`src/rtl/hex_scroll_pkg.sv`:
```
// Shared character codes and the 7-segment code table for the message scroller.
package hex_scroll_pkg;

  localparam logic [3:0] CH_0 = 4'd0;
  localparam logic [3:0] CH_1 = 4'd1;
  localparam logic [3:0] CH_2 = 4'd2;
  localparam logic [3:0] CH_3 = 4'd3;
  localparam logic [3:0] CH_4 = 4'd4;
  localparam logic [3:0] CH_5 = 4'd5;

  localparam logic [6:0] SEG_BLANK = 7'h7F;

  // Active-low segments {g..a}; codes outside the table blank the digit.
  function automatic logic [6:0] seg_of(input logic [3:0] code);
    logic [6:0] s;
    case (code)
      CH_0:    s = 7'h47;
      CH_1:    s = 7'h06;
      CH_2:    s = 7'h08;
      CH_3:    s = 7'h0E;
      CH_4:    s = 7'h02;
      CH_5:    s = 7'h18;
      default: s = SEG_BLANK;
    endcase
    return s;
  endfunction

endpackage

```
`src/rtl/seg7_char_decoder.sv`:
```
// Combinational decode of one character code to active-low 7-segment drive.
module seg7_char_decoder
  import hex_scroll_pkg::*;
#(
  parameter int CHAR_W = 3
) (
  input  logic [CHAR_W-1:0] code,
  output logic [6:0]        segs
);

  assign segs = seg_of(4'(code));

endmodule

```
`src/rtl/hex_message_scroller.sv`:
```
// Rotates a NUM_DISP-character message across NUM_DISP 7-seg displays, driven by
// an internal prescaler tick or a manual step pulse.
module hex_message_scroller
  import hex_scroll_pkg::*;
#(
  parameter int NUM_DISP = 6,
  parameter int CHAR_W   = 3,
  parameter int TICK_DIV = 50000000
) (
  input  logic                         clk,
  input  logic                         resetn,
  input  logic                         load,
  input  logic [NUM_DISP*CHAR_W-1:0]   msg_in,
  input  logic                         run,
  input  logic                         dir,
  input  logic                         step,
  output logic [$clog2(NUM_DISP)-1:0]  offset,
  output logic [NUM_DISP*CHAR_W-1:0]   disp_chars,
  output logic [NUM_DISP*7-1:0]        hex_segs,
  output logic                         tick
);

  localparam int OFF_W = $clog2(NUM_DISP);
  localparam int CNT_W = $clog2(TICK_DIV);
  localparam logic [OFF_W-1:0] OFF_MAX = OFF_W'(NUM_DISP-1);
  localparam logic [CNT_W-1:0] CNT_MAX = CNT_W'(TICK_DIV-1);

  // Packed slot NUM_DISP-1 is the top slice, i.e. char 0 / display 0.
  logic [NUM_DISP-1:0][CHAR_W-1:0] msg_q, disp_q, chr, rot;
  logic [NUM_DISP-1:0][6:0]        segs;
  logic [CNT_W-1:0]                cnt_q;
  logic [OFF_W-1:0]                off_q, off_step;
  logic                            tick_q, step_evt;

  // A coincident tick and step collapse into a single event.
  assign step_evt = tick_q | step;

  always_comb begin
    if (!dir) off_step = (off_q == OFF_MAX) ? '0 : off_q + 1'b1;
    else      off_step = (off_q == '0) ? OFF_MAX : off_q - 1'b1;
  end

  generate
    for (genvar d = 0; d < NUM_DISP; d++) begin : g_disp
      logic [OFF_W:0]   sum;
      logic [OFF_W-1:0] src;

      assign chr[d] = msg_q[NUM_DISP-1-d];

      // d+offset < 2*NUM_DISP, so one conditional subtract gives the modulo.
      always_comb begin
        sum = (OFF_W+1)'(d) + {1'b0, off_step};
        if (sum >= (OFF_W+1)'(NUM_DISP)) sum = sum - (OFF_W+1)'(NUM_DISP);
        src = sum[OFF_W-1:0];
      end

      assign rot[NUM_DISP-1-d] = chr[src];

      seg7_char_decoder #(.CHAR_W(CHAR_W)) u_dec (
        .code (disp_q[d]),
        .segs (segs[d])
      );
    end
  endgenerate

  always_ff @(posedge clk or negedge resetn) begin
    if (!resetn) begin
      msg_q  <= '0;
      disp_q <= '0;
      off_q  <= '0;
      cnt_q  <= '0;
      tick_q <= 1'b0;
    end else if (load) begin
      msg_q  <= msg_in;
      disp_q <= msg_in;
      off_q  <= '0;
      cnt_q  <= '0;
      tick_q <= 1'b0;
    end else begin
      if (run) begin
        cnt_q  <= (cnt_q == CNT_MAX) ? '0 : cnt_q + 1'b1;
        tick_q <= (cnt_q == CNT_MAX);
      end else begin
        tick_q <= 1'b0;
      end
      if (step_evt) begin
        off_q  <= off_step;
        disp_q <= rot;
      end
    end
  end

  assign offset     = off_q;
  assign disp_chars = disp_q;
  assign hex_segs   = segs;
  assign tick       = tick_q;

endmodule

```
`config.mk`:
```
export PLATFORM = sky130hd
export DESIGN_NAME = hex_message_scroller
export DESIGN_NICKNAME = d
export VERILOG_FILES = /design/src/rtl/hex_scroll_pkg.sv /design/src/rtl/seg7_char_decoder.sv /design/src/rtl/hex_message_scroller.sv
export SDC_FILE = /design/constraint.sdc
export NUM_CORES = 1
export LEC_CHECK = 0
export BUFFER_PORTS_ARGS = -buffer_cell sky130_fd_sc_hd__buf_4
export CAP_MARGIN = 20
export CORE_MARGIN = 8
export CORE_UTILIZATION = 61
export DETAILED_ROUTE_END_ITERATION = 6
export GPL_TIMING_DRIVEN = 0
export PLACE_DENSITY = 0.86
export SLEW_MARGIN = 30
export SYNTH_ARGS = -nofsm -noshare
export SYNTH_HDL_FRONTEND = slang
export SYNTH_HIERARCHICAL = 1
export SYNTH_SLANG_ARGS = --single-unit
```
`constraint.sdc`:
```
create_clock -name clk -period 9.04 [get_ports clk]
set_clock_uncertainty 0.15 [all_clocks]
set_input_delay 0.452 -clock clk [delete_from_list [all_inputs] [get_ports clk]]
set_output_delay 0.452 -clock clk [all_outputs]
set_load 0.005 [all_outputs]
```
# Word level (Yosys, flattened, before mapping)
# Cells that the tools add are included.
dict set report totals {
  output_inout_bits 64
  reg_bits 66
  input_bits 24
}
dict set report op_classes {
  n_reduce_logical 9
  eq_ne 32
  bitwise 1
  add_sub_neg 14
  n_mux 36
  order_cmp 12
}
# operator n
set ops {}
lappend ops {{one-hot mux 7 bit (6 select lines)} 6}
lappend ops {{two-way mux 26 bit} 3}
lappend ops {{binary-select mux 3 bit (select 3 bit)} 6}
lappend ops {{two-way mux 3 bit} 17}
lappend ops {{== test 3 bit (second input constant)} 13}
lappend ops {{== test 3 x 2 -> 1 bit (second input constant)} 12}
lappend ops {{two-way mux 18 bit} 2}
lappend ops {{adder 26 x 1 -> 26 bit (second input constant)} 1}
lappend ops {{== test 26 bit (second input constant)} 1}
lappend ops {{less-than comparator 3 x 4 -> 1 bit (second input constant)} 6}
lappend ops {{zero test 3 bit} 7}
lappend ops {{greater-or-equal comparator 4 x 3 -> 1 bit (second input constant)} 5}
lappend ops {{== test 3 x 1 -> 1 bit (second input constant)} 6}
lappend ops {{subtractor 3 bit (second input constant)} 6}
lappend ops {{adder 2 x 3 -> 4 bit (first input constant)} 2}
lappend ops {{adder 3 x 3 -> 4 bit (first input constant)} 2}
lappend ops {{adder 1 x 3 -> 4 bit (first input constant)} 1}
lappend ops {{nonzero test 2 bit} 2}
lappend ops {{adder 3 x 1 -> 3 bit (second input constant)} 1}
lappend ops {{greater-or-equal comparator 3 bit (second input constant)} 1}
lappend ops {{subtractor 3 x 1 -> 3 bit (second input constant)} 1}
lappend ops {{two-way mux 1 bit} 2}
lappend ops {{bitwise OR 1 bit} 1}

# Depth between registers and ports, before layout
dict set report depth {
  ltp_word 10
  ltp_mapped 15
}

# By module
# The synthesis kept the hierarchy.
# mod cells_each seq_area_each_um2 instances area_per_inst_um2
set modules_own_cells {}
lappend modules_own_cells {hex_message_scroller 495 1651.6 1 4360.4}
lappend modules_own_cells {seg7_char_decoder 9 0.0 6 73.8}

# Worst setup path before layout
# OpenSTA, ideal clock, no wires.
dict set report synth_path {
  kind {register to register}
  startpoint {register off_q[1] (netlist: offset[1])}
  endpoint {register disp_q, in the netlist disp_chars[11]}
  t_arrival_ps 2851
  required_ps 8800
  path_stages_with_launch 16
  setup_ps 90
  setup_slack_ps 5949
  cell_sequence {dfrtp_1 > buf_2 > nor2_1 > ha_1 > nand2_1 > nand2_1 > inv_2 > buf_6 > buf_2 > ha_1 > inv_1 > nor2_1 > a21oi_1 > o21bai_1 > mux2_1 > o221ai_1}
}
dict set report synth_via {
  elab_chain_cells 10
  elab_cells_between_ends 15
  classes_between {add/sub: 4; order compare: 1; eq/ne: 1; mux: 8; reduce/logical: 1}
}
# element line_no
set synth_lines {}
lappend synth_lines {{start: declaration} hex_message_scroller.sv:32} ;# logic [OFF_W-1:0] off_q, off_step;
lappend synth_lines {{start signal: assignment} hex_message_scroller.sv:87} ;# off_q <= off_step;
lappend synth_lines {{adder 3 x 1 -> 3 bit (tied with other cells)} hex_message_scroller.sv:39} ;# if (!dir) off_step = (off_q == OFF_MAX) ? '0 : off_q + 1'b1;
lappend synth_lines {{two-way mux 3 bit (on tied branches)} {hex_message_scroller.sv:39, hex_message_scroller.sv:40}}
lappend synth_lines {{two-way mux 3 bit *} hex_message_scroller.sv:39}
lappend synth_lines {{adder 2 x 3 -> 4 bit *} hex_message_scroller.sv:52} ;# sum = (OFF_W+1)'(d) + {1'b0, off_step};
lappend synth_lines {{greater-or-equal comparator 4 x 3 -> 1 bit / subtractor 3 bit (equally long branches)} hex_message_scroller.sv:53} ;# if (sum >= (OFF_W+1)'(NUM_DISP)) sum = sum - (OFF_W+1)'(NUM_DISP);
lappend synth_lines {{two-way mux 3 bit *} hex_message_scroller.sv:53}
lappend synth_lines {{binary-select mux 3 bit (select 3 bit) *} hex_message_scroller.sv:57} ;# assign rot[NUM_DISP-1-d] = chr[src];
lappend synth_lines {{two-way mux 3 bit (not written as such) *} hex_message_scroller.sv:57}
lappend synth_lines {{two-way mux 18 bit *} hex_message_scroller.sv:86} ;# if (step_evt) begin
lappend synth_lines {{two-way mux 18 bit *} hex_message_scroller.sv:73} ;# end else if (load) begin
lappend synth_lines {{end signal: assignment} hex_message_scroller.sv:75} ;# disp_q <= msg_in;
lappend synth_lines {{end signal: assignment} hex_message_scroller.sv:88} ;# disp_q <= rot;
lappend synth_lines {{end: declaration} hex_message_scroller.sv:29} ;# logic [NUM_DISP-1:0][CHAR_W-1:0] msg_q, disp_q, chr, rot;
# Mark *: on every way between the ends. The rest lies on a longest branch, timed or not. The select of a mux whose other input is x is not followed.
# A chain may end at the register's enable or synchronous reset.

# Final worst setup path
dict set report layout_path {
  startpoint {register off_q[1] (netlist: offset[1])}
  endpoint {register disp_q, in the netlist disp_chars[13]}
}
dict set report layout_via {
  elab_chain_cells 10
  elab_cells_between_ends 15
  classes_between {add/sub: 4; order compare: 1; eq/ne: 1; mux: 8; reduce/logical: 1}
}
# element line_no
set layout_lines {}
lappend layout_lines {{adder 3 x 1 -> 3 bit (tied with other cells)} hex_message_scroller.sv:39}
lappend layout_lines {{two-way mux 3 bit (on tied branches)} {hex_message_scroller.sv:39, hex_message_scroller.sv:40}}
lappend layout_lines {{two-way mux 3 bit *} hex_message_scroller.sv:39}
lappend layout_lines {{adder 1 x 3 -> 4 bit *} hex_message_scroller.sv:52}
lappend layout_lines {{greater-or-equal comparator 4 x 3 -> 1 bit / subtractor 3 bit (equally long branches)} hex_message_scroller.sv:53}
lappend layout_lines {{two-way mux 3 bit *} hex_message_scroller.sv:53}
lappend layout_lines {{binary-select mux 3 bit (select 3 bit) *} hex_message_scroller.sv:57}
lappend layout_lines {{two-way mux 3 bit (not written as such) *} hex_message_scroller.sv:57}
lappend layout_lines {{two-way mux 18 bit *} hex_message_scroller.sv:86}
lappend layout_lines {{two-way mux 18 bit *} hex_message_scroller.sv:73}
# Marks and branches as above.

==> results by group <==
Status
  – Status: finished with violations
  – Failing checks: design-rule violations

Global routing
  – First-pass GRT wire length: 23520 um
  – Gr ovfl total: 0
  – Initial antenna violation count: 0
  – Vias in the first global route: 4622
  – Largest net degree at the start of global routing: 67
  – Total GRT Usage: 26.16%

STA
  – Maximum clock rate: 263.8 MHz
  – Min Tclk post-route: 3.790 ns
  – Slew HR: 43.81%
  – Final setup viols: 0
  – Setup_tns: 0 ns
  – Worst setup margin: 5.250 ns
  – RSZ-0062 raised after global routing: no
  – Slew at the pin closest to its max-slew limit: 0.8428 ns
  – Tcrit/Tclk final: 41.93%
  – Fin. Hold Viols: 0
  – Fin. max-slew vios: 0

Detailed routing
  – Antenna Violating Nets Remaining: 0
  – Via count: 4736
  – DR pass1 iterations: 7
  – DRC viols: 1
  – 1st-iter DRT viols: 286
  – Via density per instance: 6.298
  – Drt total wl: 14820 um
  – Post-DR wirelength/cell: 19.70 um

Placed design
  – Placed cell count: 736
  – Post-place setup slack: 5.309 ns
  – GP Congestion: 0.9744
  – Port-buffer cells: 85
  – Post-detailed-placement half-perimeter wirelength: 11270 um

Worst setup path
  – Slowest CP cell: dfrtp_1
  – Setup CP Type: reg -> reg
  – Worst-path fanout max: 11
  – CP arrival: 3.88 ns
  – Buf+Inv Stages, Crit Path: 4
  – Crit-path cells: buf_2 > nor2_1 > ha_1 > nand2_1 > o31ai_4 > inv_2 > buf_2 > ha_1 > clkbuf_1 > o2111ai_1 > mux2i_1 > and2_1 > o21ai_0 > a31o_1
  – Worst path required time: 9.13 ns
  – R2R Setup Slk: 5.25 ns
  – Endpoint type of the worst setup path: flip-flop
  – Startpoint types: flip-flop
  – Delay-heaviest family, CP: buffers and inverters
  – Delay of the slowest critical-path stage: 0.48 ns

Die
  – Die Y: 104.7 um
  – # IOs: 88
  – Die ar.: 10970 sq um
  – Initial Utilization: 62.48%
  – FP Rows: 32
  – Die width: 104.7 um
  – Core Region: 7687 sq um

Clock tree
  – Clock latency on the worst-skew pair: 0.35 ns
  – Post-CTS setup buffer count: 0
  – H-tree depth: 3
  – CTS resizes: 0
  – Cts hold-fix bufs: 0
  – CTS tree: yes
  – CTS sink cnt: 66
  – Worst-path clk slew: 0.08 ns
  – CTS Buffer Depth: 2
  – Total CTS buffers: 9
  – Root Driver: clkbuf_8

Yosys
  – Avg Cell Area, Syn: 8.749 sq um
  – Cells after synthesis: 549
  – Syn nets: 579
  – Post-synth EDFFs: 0
  – Post-Syn Area: 4803 sq um
  – Sequential area share after synthesis: 34.38%
  – Ys flop type: dfrtp_1
  – Yosys warnings: 6
  – Asr flop ratio synth: 100.0%
  – Synth unique cells: 84
  – #FFs+latches synth: 66

Finish
  – Area delta synth->final: 19.98%
  – # diodes: 0
  – Share of layout cells above drive strength 1: 28.15%
  – Finished Layout Cells: 752
  – Post-layout nets: 675

Worst hold path
  – Worst hold path class: in -> async

Pwr
  – Static leakage: 0.002509 uW
  – Pwr dens: 165.8 nW/um^2
  – Max IR drop VDD: 0.00009995 V

Job
  – Max cap viols: 0
-- where the power goes --
group | leakage (uW) | switching (uW) | internal, uW
logic | 0.00157 | 175 | 175
registers | 0.000846 | 38.5 | 316
clock network | 0.0000889 | 123 | 128
-- cell usage in the layout, fill, tap and decap left out, drive strengths merged, types with 8 or more instances in the layout --
master | netlist | layout
and2 | 12 | 12
mux2i | 16 | 16
o21a | 10 | 10
nand3 | 17 | 17
o21ai | 33 | 33
o221ai | 8 | 8
mux2 | 20 | 20
xor2 | 11 | 11
nand2 | 59 | 59
inv | 18 | 19
a22oi | 13 | 13
clkbuf | 17 | 27
nor2 | 58 | 58
buf | 17 | 102
nor2b | 13 | 13
a21o | 9 | 9
dfrtp | 66 | 66
a21oi | 31 | 31
nor3 | 13 | 13
-- cell type report --
cell class              count  area (sq um)
multi-input cells         430          2902
flip-flops and latches     66          1652
repair buffers             85         638.1
fillers                   589          1924
clock buffers              10         127.6
inverters                  19         72.57
plain buffers              34         177.7
clock inverters             6         66.31
well taps                 102         127.6
-- worst paths after layout --
check / startpoint / end / cells after the start
max in group asynchronous: resetn / offset[2] / 1
setup / recovery: offset[1] / disp_chars[13] / 14
min in group clk: msg_in[15] / chr[0] / 2
hold / removal: resetn / disp_chars[7] / 1
setup reg to reg: offset[1] / disp_chars[13] / 14
hold reg to reg: cnt_q[24] / cnt_q[24] / 1
-- cell usage after synthesis (9+ instances only) --
library cell,instances,area share [%]
a21oi_1,31,3.2
a22oi_1,12,1.9
buf_4,9,1.4
clkbuf_1,17,1.3
dfrtp_1,66,34
inv_1,16,1.3
mux2_2,13,3.0
mux2i_1,14,2.9
nand2_1,58,4.5
nand3_1,17,1.8
nor2_1,52,4.1
nor3_1,11,1.1
o21a_1,10,1.6
o21ai_0,27,2.8
xor2_1,11,2.0
-- routing by layer --
metal / vias up / global-route usage, % / wire (um) / part of all wire [%]
met5: - / 0 / 0 / 0
met4: 0 / 12.33 / 496 / 3.3
li1: 2187 / - / - / -
met2: 217 / 48.46 / 7930 / 54
met1: 2281 / 28.51 / 5423 / 37
met3: 51 / 3.993 / 969 / 6.5
-- sequential cells by signal, indices dropped and copies added (netlist names) --
| signal | count |
|---|---|
| chr | 18 |
| disp_chars | 18 |
| cnt_q | 26 |
| offset | 3 |
| tick | 1 |
-- stage by stage --
stage / hold slack (ns) / total power [uW] / utilization (%) / cell area (sq um)
floorplan: 0.006409 / 556.6 / - / 4803
global placement: 0.3550 / 694.5 / 72.44 / 5569
detailed placement: 0.3533 / 706.0 / 72.44 / 5569
CTS: 0.07978 / 955.3 / 74.97 / 5763
global route: 0.1147 / 1000 / 74.97 / 5763
finish: 0.03198 / 955.7 / 74.97 / 5763
-- kinds of logic (layout without fill, tap and decap cells) --
family / after synthesis / after routing / synth area share, %
fa+ha+maj: 8 / 8 / 1.980
compound gates: 158 / 158 / 24.12
buf+inv: 53 / 154 / 5.209
xor+xnor: 18 / 18 / 3.438
flops: 66 / 66 / 34.38
mux: 36 / 36 / 8.648
simple gates: 210 / 210 / 22.22
Power figures use the tool's default switching activity.
